<file path="config.mk">
export PLATFORM = sky130hd
export DESIGN_NAME = traffic_control_param_flat
export DESIGN_NICKNAME = d
export VERILOG_FILES = /design/src/rtl/traffic_control_param_pkg.sv /design/src/rtl/traffic_control_param_if.sv /design/src/rtl/traffic_phase_timer.sv /design/src/rtl/traffic_control_param.sv /design/src/flat_wrapper.sv
export SDC_FILE = /design/constraint.sdc
export NUM_CORES = 1
export LEC_CHECK = 0
export BUFFER_PORTS_ARGS = -buffer_cell sky130_fd_sc_hd__buf_2
export CAP_MARGIN = 40
export CORE_MARGIN = 5
export CORE_UTILIZATION = 47
export CTS_CLUSTER_DIAMETER = 80
export DETAILED_ROUTE_END_ITERATION = 6
export PLACE_DENSITY = 0.82
export SETUP_SLACK_MARGIN = 0.02
export SYNTH_ARGS = -nofsm -noshare
export SYNTH_HDL_FRONTEND = slang
export SYNTH_SLANG_ARGS = --single-unit
</file>
<file path="constraint.sdc">
create_clock -name CLK -period 2.6 [get_ports CLK]
set_clock_uncertainty 0.2 [all_clocks]
set_input_delay 0.52 -clock CLK [delete_from_list [all_inputs] [get_ports CLK]]
set_output_delay 0.52 -clock CLK [all_outputs]
set_load 0.01 [all_outputs]
</file>
<file path="src/rtl/traffic_control_param_pkg.sv">
//------------------------------------------------------------------------------
// Module   : traffic_pkg
// Brief    : State codes, lamp codes and phase-duration helper for the
//            parametrised two-approach traffic controller.
// Revision : 1.0 - initial release
//------------------------------------------------------------------------------
`default_nettype none

package traffic_pkg;

    typedef enum logic [2:0] {
        S0 = 3'd0,
        S1 = 3'd1,
        S2 = 3'd2,
        S3 = 3'd3,
        S4 = 3'd4,
        S5 = 3'd5,
        S6 = 3'd6,
        S7 = 3'd7
    } state_t;

    localparam logic [2:0] LAMP_GREEN        = 3'b110;
    localparam logic [2:0] LAMP_G_LEFT       = 3'b101;
    localparam logic [2:0] LAMP_YELLOW       = 3'b100;
    localparam logic [2:0] LAMP_RED          = 3'b011;
    localparam logic [2:0] LAMP_G_RIGHT      = 3'b010;
    localparam logic [2:0] LAMP_FLASH_RED    = 3'b111;
    localparam logic [2:0] LAMP_FLASH_YELLOW = 3'b000;

    // S7 is untimed; it reports one cycle so the timer simply loads zero.
    function automatic int unsigned phase_cycles(
        input state_t      s,
        input int unsigned t_green,
        input int unsigned t_left,
        input int unsigned t_yellow,
        input int unsigned t_ped
    );
        case (s)
            S0:      return t_ped;
            S1, S4:  return t_green;
            S2, S5:  return t_left;
            S3, S6:  return t_yellow;
            default: return 32'd1;
        endcase
    endfunction

    function automatic logic [2:0] lamp_a(input state_t s);
        case (s)
            S0:      return LAMP_FLASH_RED;
            S1:      return LAMP_GREEN;
            S2:      return LAMP_G_LEFT;
            S3:      return LAMP_YELLOW;
            S4:      return LAMP_RED;
            S5, S6:  return LAMP_G_RIGHT;
            default: return LAMP_FLASH_YELLOW;
        endcase
    endfunction

    function automatic logic [2:0] lamp_b(input state_t s);
        case (s)
            S0:      return LAMP_FLASH_RED;
            S1:      return LAMP_RED;
            S2, S3:  return LAMP_G_RIGHT;
            S4:      return LAMP_GREEN;
            S5:      return LAMP_G_LEFT;
            S6:      return LAMP_YELLOW;
            default: return LAMP_FLASH_YELLOW;
        endcase
    endfunction

endpackage

`default_nettype wire

</file>
<file path="src/rtl/traffic_control_param_if.sv">
//------------------------------------------------------------------------------
// Module   : traffic_control_param_if
// Brief    : Request inputs and lamp/status outputs of the traffic controller.
// Revision : 1.0 - initial release
//------------------------------------------------------------------------------
`default_nettype none

interface traffic_control_param_if;
    logic       ERR;
    logic       NIGHT;
    logic       PA;
    logic       PB;
    logic       LTA;
    logic       LTB;
    logic [2:0] L_A;
    logic [2:0] L_B;
    logic       RA;
    logic       RB;
    logic       PA_PEND;
    logic       PB_PEND;
    logic [2:0] STATE;

    modport master (
        output ERR, NIGHT, PA, PB, LTA, LTB,
        input  L_A, L_B, RA, RB, PA_PEND, PB_PEND, STATE
    );

    modport slave (
        input  ERR, NIGHT, PA, PB, LTA, LTB,
        output L_A, L_B, RA, RB, PA_PEND, PB_PEND, STATE
    );
endinterface

`default_nettype wire

</file>
<file path="src/rtl/traffic_phase_timer.sv">
//------------------------------------------------------------------------------
// Module   : traffic_phase_timer
// Brief    : Loadable down-counter flagging the last cycle of a phase.
// Revision : 1.0 - initial release
//------------------------------------------------------------------------------
`default_nettype none

module traffic_phase_timer #(
    parameter int TW = 4
) (
    input  wire logic          CLK,
    input  wire logic          reset,
    input  wire logic          load,
    input  wire logic [TW-1:0] load_val,
    output logic               done
);

    logic [TW-1:0] r_count;

    assign done = (r_count == '0);

    always_ff @(posedge CLK or posedge reset) begin
        if (reset) begin
            r_count <= '0;
        end else if (load) begin
            r_count <= load_val;
        end else if (!done) begin
            r_count <= r_count - 1'b1;
        end
    end

endmodule

`default_nettype wire

</file>
<file path="src/rtl/traffic_control_param.sv">
//------------------------------------------------------------------------------
// Module   : traffic_control_param
// Brief    : Two-approach Moore traffic controller with timed phases, optional
//            left-turn skipping, night flash and pedestrian-pending status.
// Revision : 1.0 - initial release
//------------------------------------------------------------------------------
`default_nettype none

module traffic_control_param
    import traffic_pkg::*;
#(
    parameter int unsigned T_GREEN    = 8,
    parameter int unsigned T_LEFT     = 3,
    parameter int unsigned T_YELLOW   = 3,
    parameter int unsigned T_PED      = 6,
    parameter bit          LT_SKIP_EN = 1'b0
) (
    input wire logic                CLK,
    input wire logic                reset,
    traffic_control_param_if.slave  bus
);

    localparam int unsigned c_T_GL  = (T_GREEN  > T_LEFT) ? T_GREEN  : T_LEFT;
    localparam int unsigned c_T_YP  = (T_YELLOW > T_PED)  ? T_YELLOW : T_PED;
    localparam int unsigned c_T_MAX = (c_T_GL > c_T_YP)   ? c_T_GL   : c_T_YP;
    localparam int          TW      = $clog2(c_T_MAX) + 1;

    state_t        r_state;
    state_t        w_next;
    logic          w_enter;
    logic          w_done;
    logic [TW-1:0] w_load_val;
    logic          r_pa_pend;
    logic          r_pb_pend;
    logic          r_lta;
    logic          r_ltb;
    logic          r_from_s3;
    logic [2:0]    r_la;
    logic [2:0]    r_lb;
    logic          r_walk;

    always_comb begin
        w_next = r_state;
        if (bus.ERR) begin
            w_next = S7;
        end else if (r_state == S7) begin
            if (!bus.NIGHT) w_next = S0;
        end else if (w_done) begin
            case (r_state)
                S0:      w_next = r_from_s3 ? S4 : S1;
                S1:      w_next = (LT_SKIP_EN && !r_lta) ? S3 : S2;
                S2:      w_next = S3;
                S3:      w_next = bus.NIGHT ? S7 : (r_pa_pend ? S0 : S4);
                S4:      w_next = (LT_SKIP_EN && !r_ltb) ? S6 : S5;
                S5:      w_next = S6;
                S6:      w_next = bus.NIGHT ? S7 : (r_pb_pend ? S0 : S1);
                default: w_next = S7;
            endcase
        end
    end

    assign w_enter    = (w_next != r_state);
    assign w_load_val = TW'(phase_cycles(w_next, T_GREEN, T_LEFT, T_YELLOW, T_PED) - 32'd1);

    traffic_phase_timer #(
        .TW (TW)
    ) u_timer (
        .CLK      (CLK),
        .reset    (reset),
        .load     (w_enter),
        .load_val (w_load_val),
        .done     (w_done)
    );

    always_ff @(posedge CLK or posedge reset) begin
        if (reset) begin
            r_state   <= S7;
            r_pa_pend <= 1'b0;
            r_pb_pend <= 1'b0;
            r_lta     <= 1'b0;
            r_ltb     <= 1'b0;
            r_from_s3 <= 1'b0;
            r_la      <= LAMP_FLASH_YELLOW;
            r_lb      <= LAMP_FLASH_YELLOW;
            r_walk    <= 1'b0;
        end else begin
            r_state <= w_next;
            r_la    <= lamp_a(w_next);
            r_lb    <= lamp_b(w_next);
            r_walk  <= (w_next == S0);

            // Both walks run together in S0, so entry serves both requests.
            if (w_enter && w_next == S0) begin
                r_pa_pend <= 1'b0;
                r_pb_pend <= 1'b0;
                r_from_s3 <= (r_state == S3);
            end else if (r_state != S0 && r_state != S7) begin
                if (bus.PA) r_pa_pend <= 1'b1;
                if (bus.PB) r_pb_pend <= 1'b1;
            end

            if (w_enter && (w_next == S2 || (r_state == S1 && w_next == S3))) begin
                r_lta <= 1'b0;
            end else if (bus.LTA && r_state != S2) begin
                r_lta <= 1'b1;
            end

            if (w_enter && (w_next == S5 || (r_state == S4 && w_next == S6))) begin
                r_ltb <= 1'b0;
            end else if (bus.LTB && r_state != S5) begin
                r_ltb <= 1'b1;
            end
        end
    end

    assign bus.L_A     = r_la;
    assign bus.L_B     = r_lb;
    assign bus.RA      = r_walk;
    assign bus.RB      = r_walk;
    assign bus.PA_PEND = r_pa_pend;
    assign bus.PB_PEND = r_pb_pend;
    assign bus.STATE   = r_state;

endmodule

`default_nettype wire

</file>
<file path="src/flat_wrapper.sv">
// flat-port wrapper written by rule: the top's interface ports become plain ports
module traffic_control_param_flat import traffic_pkg::*;
#(
    parameter int unsigned T_GREEN    = 8,
    parameter int unsigned T_LEFT     = 3,
    parameter int unsigned T_YELLOW   = 3,
    parameter int unsigned T_PED      = 6,
    parameter bit          LT_SKIP_EN = 1'b0
)
  (CLK, reset, bus_ERR, bus_NIGHT, bus_PA, bus_PB, bus_LTA, bus_LTB, bus_L_A, bus_L_B, bus_RA, bus_RB, bus_PA_PEND, bus_PB_PEND, bus_STATE);
  traffic_control_param_if bus_i ();
  input wire logic CLK;
  input wire logic reset;
  input wire logic [$bits(bus_i.ERR)-1:0] bus_ERR;
  input wire logic [$bits(bus_i.NIGHT)-1:0] bus_NIGHT;
  input wire logic [$bits(bus_i.PA)-1:0] bus_PA;
  input wire logic [$bits(bus_i.PB)-1:0] bus_PB;
  input wire logic [$bits(bus_i.LTA)-1:0] bus_LTA;
  input wire logic [$bits(bus_i.LTB)-1:0] bus_LTB;
  output wire logic [$bits(bus_i.L_A)-1:0] bus_L_A;
  output wire logic [$bits(bus_i.L_B)-1:0] bus_L_B;
  output wire logic [$bits(bus_i.RA)-1:0] bus_RA;
  output wire logic [$bits(bus_i.RB)-1:0] bus_RB;
  output wire logic [$bits(bus_i.PA_PEND)-1:0] bus_PA_PEND;
  output wire logic [$bits(bus_i.PB_PEND)-1:0] bus_PB_PEND;
  output wire logic [$bits(bus_i.STATE)-1:0] bus_STATE;
  assign bus_i.ERR = bus_ERR;
  assign bus_i.NIGHT = bus_NIGHT;
  assign bus_i.PA = bus_PA;
  assign bus_i.PB = bus_PB;
  assign bus_i.LTA = bus_LTA;
  assign bus_i.LTB = bus_LTB;
  assign bus_L_A = bus_i.L_A;
  assign bus_L_B = bus_i.L_B;
  assign bus_RA = bus_i.RA;
  assign bus_RB = bus_i.RB;
  assign bus_PA_PEND = bus_i.PA_PEND;
  assign bus_PB_PEND = bus_i.PB_PEND;
  assign bus_STATE = bus_i.STATE;
  traffic_control_param #(.T_GREEN(T_GREEN), .T_LEFT(T_LEFT), .T_YELLOW(T_YELLOW), .T_PED(T_PED), .LT_SKIP_EN(LT_SKIP_EN)) u_core (.CLK(CLK), .reset(reset), .bus(bus_i));
endmodule
</file>
==> flow_metrics.env, run 1 <==
export IMPL_via_per_inst=5.80
export IMPL_criticalPathCategory="flop to flop"
export IMPL_finalSetupViolations=1
export IMPL_wirelength_um=2700
export IMPL_numCtsBuffers=3
export IMPL_multi_input_area_um2=561
export IMPL_n_fill_cell=146
export IMPL_p_leak_uw=0.000615
export IMPL_cts_path_max_buffers=2
export IMPL_drive_gt1_share_pct=53.8
export IMPL_hpwlAfterDp_um=1810
export IMPL_h_tree_depth=1
export IMPL_portBuffers=18
export IMPL_cts_hold_buffers_added=0
export IMPL_final_common_cell="buf_2"
export IMPL_root_buffer="clkbuf_4"
export IMPL_final_max_slew_viol_count=0
export IMPL_layout_common_cells="buf_2 (18), buf_4 (16), dfrtp_1 (12)"
export IMPL_dpl_cell_area_mm2=0.00118
export IMPL_outcome="finished with violations"
export IMPL_io_pins=21
export IMPL_rsz0062_at_grt="true"
export IMPL_layout_nets=142
export IMPL_core_area_mm2=0.00194
export IMPL_pwr_share_comb_pct=66.1
export IMPL_slew_headroom_pct=55.7
export IMPL_p_seq_share_pct=26.3
export IMPL_final_util_pct=69.0
export IMPL_dieArea_mm2=0.00302
export IMPL_path_max_fanout=4
export IMPL_gp_congestion=0.829
export IMPL_ant_nets=0
export IMPL_grt_pass1_wl_um=4120
export IMPL_initial_utilization_pct=48.9
export IMPL_start_kind="flop"
export IMPL_period_share_pct=103
export IMPL_hold_violations=0
export IMPL_period_needed_ns=2.67
export IMPL_cap_violations=0
export IMPL_max_freq_mhz=375
export IMPL_critPathRequiredTime_ns=2.60
export IMPL_worstSetupEndpointType="flop"
export IMPL_ys_ff_latch=17
export IMPL_ff2ff_setup_slack_ns=-0.07
export IMPL_clock_sinks=17
export IMPL_grt_pass1_vias=850
export IMPL_worst_hold_slack_ns=0.0918
export IMPL_drc_errors=0
export IMPL_cts_tree="yes"
export IMPL_fp_row_count=16
export IMPL_area_delta_synth_final_pct=41.1
export IMPL_peakVddDrop_mv=0.805
export IMPL_diodes=0
export IMPL_tns_ns=-0.0657
export IMPL_first_iter_violations=16
export IMPL_synthCells=95
export IMPL_firstDrtPassIters=4
export IMPL_fin_cells=159
export IMPL_violations="setup timing"
export IMPL_postSynthAreaPerCell_um2=10.0
export IMPL_pwr_density_cell_mw_per_mm2=1510
export IMPL_yosysUniqueCellTypes=40
export IMPL_die_h_um=55.0
export IMPL_hold_path_class="input pin to asynchronous set/reset pin"
export IMPL_synth_seq_area_share_pct=45.2
export IMPL_final_cell_area_mm2=0.00134
export IMPL_grt_max_degree=18
export IMPL_synth_warnings=0
export IMPL_cts_clk_slew_worst_paths_ns=0.11
export IMPL_power_frac_clock_pct=7.6
export IMPL_track_usage_pct=19.6
export IMPL_regArea_um2=432
export IMPL_setup_ws_ns=-0.0657
export IMPL_worstMarginPinSlew_ns=0.663
export IMPL_power_switching_share_pct=46.5
export IMPL_fp_dieW_um=55.0
export IMPL_antenna_found_initial=0
export IMPL_crit_arrival_ns=2.66
export IMPL_grt_overflow=0
export IMPL_power_internal_uw=1080
export IMPL_post_drt_wl_per_cell_um=17.0
export IMPL_p_sw_uw=942
export IMPL_place_inst=149
export IMPL_syn_area_um2=950
export IMPL_clkLatencyLatePin_ns=0.30
export IMPL_synth_net_count=104
export IMPL_routed_via_count=922
[sequential cells by signal (all words and copies together) (netlist names)]
signal,count
u_core.bus.PA_PEND,1
u_core.bus.STATE,3
u_core.r_from_s3,1
u_core.bus.L_A,3
u_core.bus.L_B,3
u_core.u_timer.r_count,4
u_core.bus.RA,1
u_core.bus.PB_PEND,1
[synth_stat cells]
library cell | count | area share, %
o211ai_2 | 1 | 1.3
nand2_1 | 6 | 2.4
o211ai_1 | 2 | 1.6
a311oi_1 | 1 | 0.92
o21a_1 | 1 | 0.79
nor3_1 | 2 | 1.1
a211oi_1 | 1 | 0.79
inv_4 | 1 | 0.66
o31ai_1 | 5 | 4.0
dfrtp_1 | 14 | 37
a211oi_2 | 1 | 1.3
dfstp_2 | 3 | 8.3
clkbuf_1 | 3 | 1.2
nand2b_1 | 1 | 0.66
or4_4 | 1 | 1.2
o211a_4 | 1 | 1.8
o311ai_1 | 1 | 0.92
o2111ai_1 | 1 | 0.92
a2bb2oi_1 | 1 | 0.92
inv_1 | 6 | 2.4
mux2_4 | 1 | 1.6
nor2_1 | 8 | 3.2
and3_1 | 2 | 1.3
or2_2 | 1 | 0.66
o21ai_1 | 1 | 0.53
a31oi_1 | 3 | 2.0
buf_1 | 1 | 0.39
o31a_1 | 1 | 0.92
o221ai_1 | 1 | 0.92
o21ai_0 | 2 | 1.1
a21o_1 | 1 | 0.79
ha_1 | 1 | 1.3
o22a_1 | 1 | 0.92
a21oi_1 | 10 | 5.3
buf_4 | 1 | 0.79
or3_1 | 2 | 1.3
nor4_4 | 2 | 4.5
or3b_2 | 1 | 0.92
mux2i_1 | 1 | 1.1
nor2b_1 | 1 | 0.66
[logic make-up (layout without fill, tap and decap cells)]
kind of cell,after synthesis,in the layout,share of synthesized area [%]
mux,2,2,2.63
simple gates,27,27,17.8
buf+inv,12,49,5.40
flops,17,17,45.2
fa+ha+maj,1,1,1.32
compound gates,36,36,27.7
[critical path, stage by stage, from the launching register on]
cell and delay (ns):
dfrtp_2 0.45, or4_4 0.57, o211ai_2 0.18, o211a_4 0.21, inv_4 0.04, buf_6 0.11
nor4_4 0.16, a311oi_2 0.09, ha_2 0.22, a21o_1 0.15, o22a_1 0.17
[power groups by stage]
stage | clock [uW] | sequential [uW] | combinational (uW)
detailed placement | 0 | 524 | 1090
floorplan | 0 | 512 | 720
global placement | 0 | 513 | 1040
finish | 154 | 533 | 1340
CTS | 159 | 520 | 1140
global route | 172 | 551 | 1440
[path summary, 6_finish.rpt]
kind,cells after the start,to,start
worst max-delay path,10,u_core.u_timer.r_count[2],u_core.u_timer.r_count[1]
worst min-delay path,2,u_core.bus.L_A[1],reset
worst max register to register,10,u_core.u_timer.r_count[2],u_core.u_timer.r_count[1]
worst min register to register,2,u_core.bus.PA_PEND,u_core.bus.PA_PEND
max in group asynchronous,2,u_core.u_timer.r_count[1],reset
min in group CLK,3,u_core.bus.PA_PEND,bus_PA
[area by class of cell]
type,count,share of cell area [%]
flip-flops and latches,17,32.2
multi-input cells,66,41.8
well taps,27,2.52
clock buffers,3,1.68
clock inverters,1,0.560
repair buffers,38,19.0
inverters,7,2.15
[metrics by stage]
stage	total power (uW)	worst slack, ns
floorplan	1230	0.0218
finish	2030	-0.0657
detailed placement	1620	-0.105
CTS	1820	-0.0690
global placement	1550	-0.0323
global route	2160	-0.150
[what timing repair did]
item | 4_1_cts | 5_1_grt
endpoints found under the setup margin | 2 | 3
pin swaps | 1 | 3
buffers inserted | 0 | 6
endpoints found under the hold margin | 0 | 0
resized for setup | 3 | 15
[metal layers]
layer	share of wire [%]	wire, um	vias to the layer above	global-route usage (%)
met5	0	0	-	0
met4	2.5	67	0	8.50
met3	4.9	133	8	4.56
met2	52	1400	28	32.3
met1	41	1100	455	24.4
li1	-	-	431	-
(Power assumes the default switching activity.)
==> inputs of run 2 (changes only) <==
CORE_UTILIZATION = 48   (was 47)
PLACE_DENSITY = 0.83   (was 0.82)
SYNTH_HIERARCHICAL = 1   (was unset)
clock period = 2.43 ns   (was 2.6 ns; I/O delays follow)
==> flow_metrics.env, run 2 <==
export IMPL_first_iter_violations=43
export IMPL_criticalPathCategory="flop to flop"
export IMPL_area_delta_synth_final_pct=46.5
export IMPL_drc_errors=0
export IMPL_synth_net_count=123
export IMPL_layout_nets=172
export IMPL_worstMarginPinSlew_ns=0.521
export IMPL_place_inst=175
export IMPL_dieArea_mm2=0.00316
export IMPL_ff2ff_setup_slack_ns=-0.17
export IMPL_reg2regPathDepth=11
export IMPL_layout_common_cells="buf_4 (31), buf_2 (18), dfrtp_1 (14)"
export IMPL_cap_violations=0
export IMPL_clock_sinks=17
export IMPL_tns_ns=-0.671
export IMPL_synth_area_leader_cell="dfrtp_1"
export IMPL_crit_arrival_ns=2.60
export IMPL_synth_seq_area_share_pct=41.9
export IMPL_hpwlAfterDp_um=1890
export IMPL_cp_slowest_cell="dfrtp_1"
export IMPL_track_usage_pct=18.7
export IMPL_fp_dieW_um=56.2
export IMPL_synth_warnings=6
export IMPL_postSynthAreaPerCell_um2=8.99
export IMPL_synth_most_common_cell="dfrtp_1"
export IMPL_via_per_inst=5.68
export IMPL_post_drt_wl_per_cell_um=16.5
export IMPL_grt_pass1_vias=982
export IMPL_drive_gt1_share_pct=52.5
export IMPL_ant_nets=0
export IMPL_finalSetupViolations=8
export IMPL_syn_area_mm2=0.00102
export IMPL_die_h_um=56.2
export IMPL_setup_ws_ns=-0.174
export IMPL_grt_overflow=0
export IMPL_numCtsBuffers=3
export IMPL_ys_async_sr_fraction_pct=100
export IMPL_violations="setup timing"
export IMPL_p_leak_uw=0.000712
export IMPL_grt_pass1_wl_um=4640
export IMPL_cts_path_max_buffers=2
export IMPL_start_kind="flop"
export IMPL_portBuffers=18
export IMPL_crit_chain="inv_2, ha_4, nor3b_4, buf_4, and3b_1, a311oi_1, buf_4, nor2_4, buf_6, a2111oi_4, mux2_4"
export IMPL_slew_headroom_pct=65.2
export IMPL_antenna_found_initial=0
export IMPL_synth_edf_count=0
export IMPL_final_common_cell="buf_4"
export IMPL_hold_path_class="input pin to flop"
export IMPL_regMostFlops="u_core/u_timer/r_count"
export IMPL_firstDrtPassIters=4
export IMPL_clkLatencyLatePin_ns=0.30
export IMPL_slowest_delay_ns=0.40
export IMPL_grt_max_degree=14
export IMPL_initial_utilization_pct=51.2
export IMPL_critPathRequiredTime_ns=2.43
export IMPL_io_pins=21
export IMPL_outcome="finished with violations"
export IMPL_routed_via_count=1074
export IMPL_rsz0062_at_grt="true"
export IMPL_root_buffer="clkbuf_4"
export IMPL_peakVddDrop_mv=1.12
export IMPL_period_share_pct=107
export IMPL_largest_register_ffs=4
export IMPL_worst_hold_slack_ns=0.249
export IMPL_wirelength_um=3130
export IMPL_cp_common_cell="buf_4"
export IMPL_dpl_cell_area_mm2=0.00131
export IMPL_cts_clk_slew_worst_paths_ns=0.11
export IMPL_max_freq_mhz=384
export IMPL_final_cell_area_mm2=0.00150
export IMPL_gp_congestion=0.865
export IMPL_ys_ff_latch=17
export IMPL_period_needed_ns=2.60
export IMPL_synth_top_area_share_pct=34.2
export IMPL_ys_top_cells_by_area="dfrtp_1 (34%), dfstp_2 (7.7%), a21oi_1 (4.4%), nand2_1 (4.4%), nor2_1 (4.4%)"
export IMPL_yosysUniqueCellTypes=44
export IMPL_hold_violations=0
export IMPL_hold_depth=3
export IMPL_pwr_density_cell_mw_per_mm2=1560
export IMPL_fin_cells=189
export IMPL_path_max_fanout=6
export IMPL_h_tree_depth=1
export IMPL_fp_row_count=16
export IMPL_diodes=0
export IMPL_worstSetupEndpointType="flop"
export IMPL_synthCells=114
export IMPL_core_area_mm2=0.00200
export IMPL_synth_main_ff_cell="dfrtp_1"
export IMPL_ys_top_cells_by_count="dfrtp_1 (14), nand2_1 (12), nor2_1 (12)"
export IMPL_final_max_slew_viol_count=0
export IMPL_cts_tree="yes"
==> run 2: layout make-up <==
cell class	instances	area (um2)
Tap cell	27	33.8
Multi-Input combinational cell	80	619
Clock inverter	1	7.51
Sequential cell	17	429
Fill cell	129	500
Clock buffer	3	22.5
Timing Repair Buffer	52	355
Inverter	9	33.8
==> run 2: path summary, 6_finish.rpt <==
path,from,to
min,bus_PA,u_core/bus.PA_PEND
min in group asynchronous,reset,u_core/u_timer/r_count[0]
max reg2reg,u_core/u_timer/r_count[0],u_core/r_from_s3
max,u_core/u_timer/r_count[0],u_core/r_from_s3
min reg2reg,u_core/r_from_s3,u_core/r_from_s3
max in group asynchronous,reset,u_core/bus.STATE[2]
==> run 2: through the flow <==
step	power, uW	setup slack [ns]	util (%)
3_5_place_dp	1810	-0.214	65.3
5_1_grt	2480	-0.246	75.0
3_3_place_gp	1760	-0.172	65.3
4_1_cts	2110	-0.116	70.8
2_1_floorplan	1310	-0.155	-
6_report	2340	-0.174	75.0
==> run 2: per-layer routing <==
metal | share of wire (%) | vias to the layer above | global-route usage (%)
li1 | - | 489 | -
met1 | 43 | 522 | 24.6
met2 | 48 | 54 | 31.9
met3 | 7.0 | 9 | 2.55
met4 | 2.4 | 0 | 5.08
met5 | 0 | - | 0
==> run 2: logic make-up (layout without fill, tap and decap cells) <==
logic type | Yosys count | after routing | share of synthesized area, %
AO/OA/AOI/OAI | 32 | 32 | 22.2
XOR/XNOR | 3 | 3 | 2.56
adder cells (fa/ha/maj) | 1 | 1 | 1.22
buffers and inverters | 17 | 65 | 7.57
flip-flops | 17 | 17 | 41.9
multiplexers | 3 | 3 | 3.66
other | 1 | 1 | 0.366
AND/OR/NAND/NOR | 40 | 40 | 20.5
==> run 2: worst max-delay path: cells and delay by family, from the launching register on <==
kind / cells / cell delay [ns]
mux: 1 / 0.33
simple gates: 3 / 0.37
buf+inv: 4 / 0.52
flops: 1 / 0.40
compound gates: 2 / 0.54
fa+ha+maj: 1 / 0.15
==> run 2: repair_timing <==
action	in CTS	in global routing
hold endpoints to repair	4	0
endpoints found under the setup margin	7	12
setup buffers	5	4
resized for setup	6	13
hold buffers	1	0
pin swaps	6	6
==> run 2: where the power goes <==
group	switching, uW	internal (uW)
combinational	816	812
sequential	125	424
clock	96.5	62.7
total	1040	1300
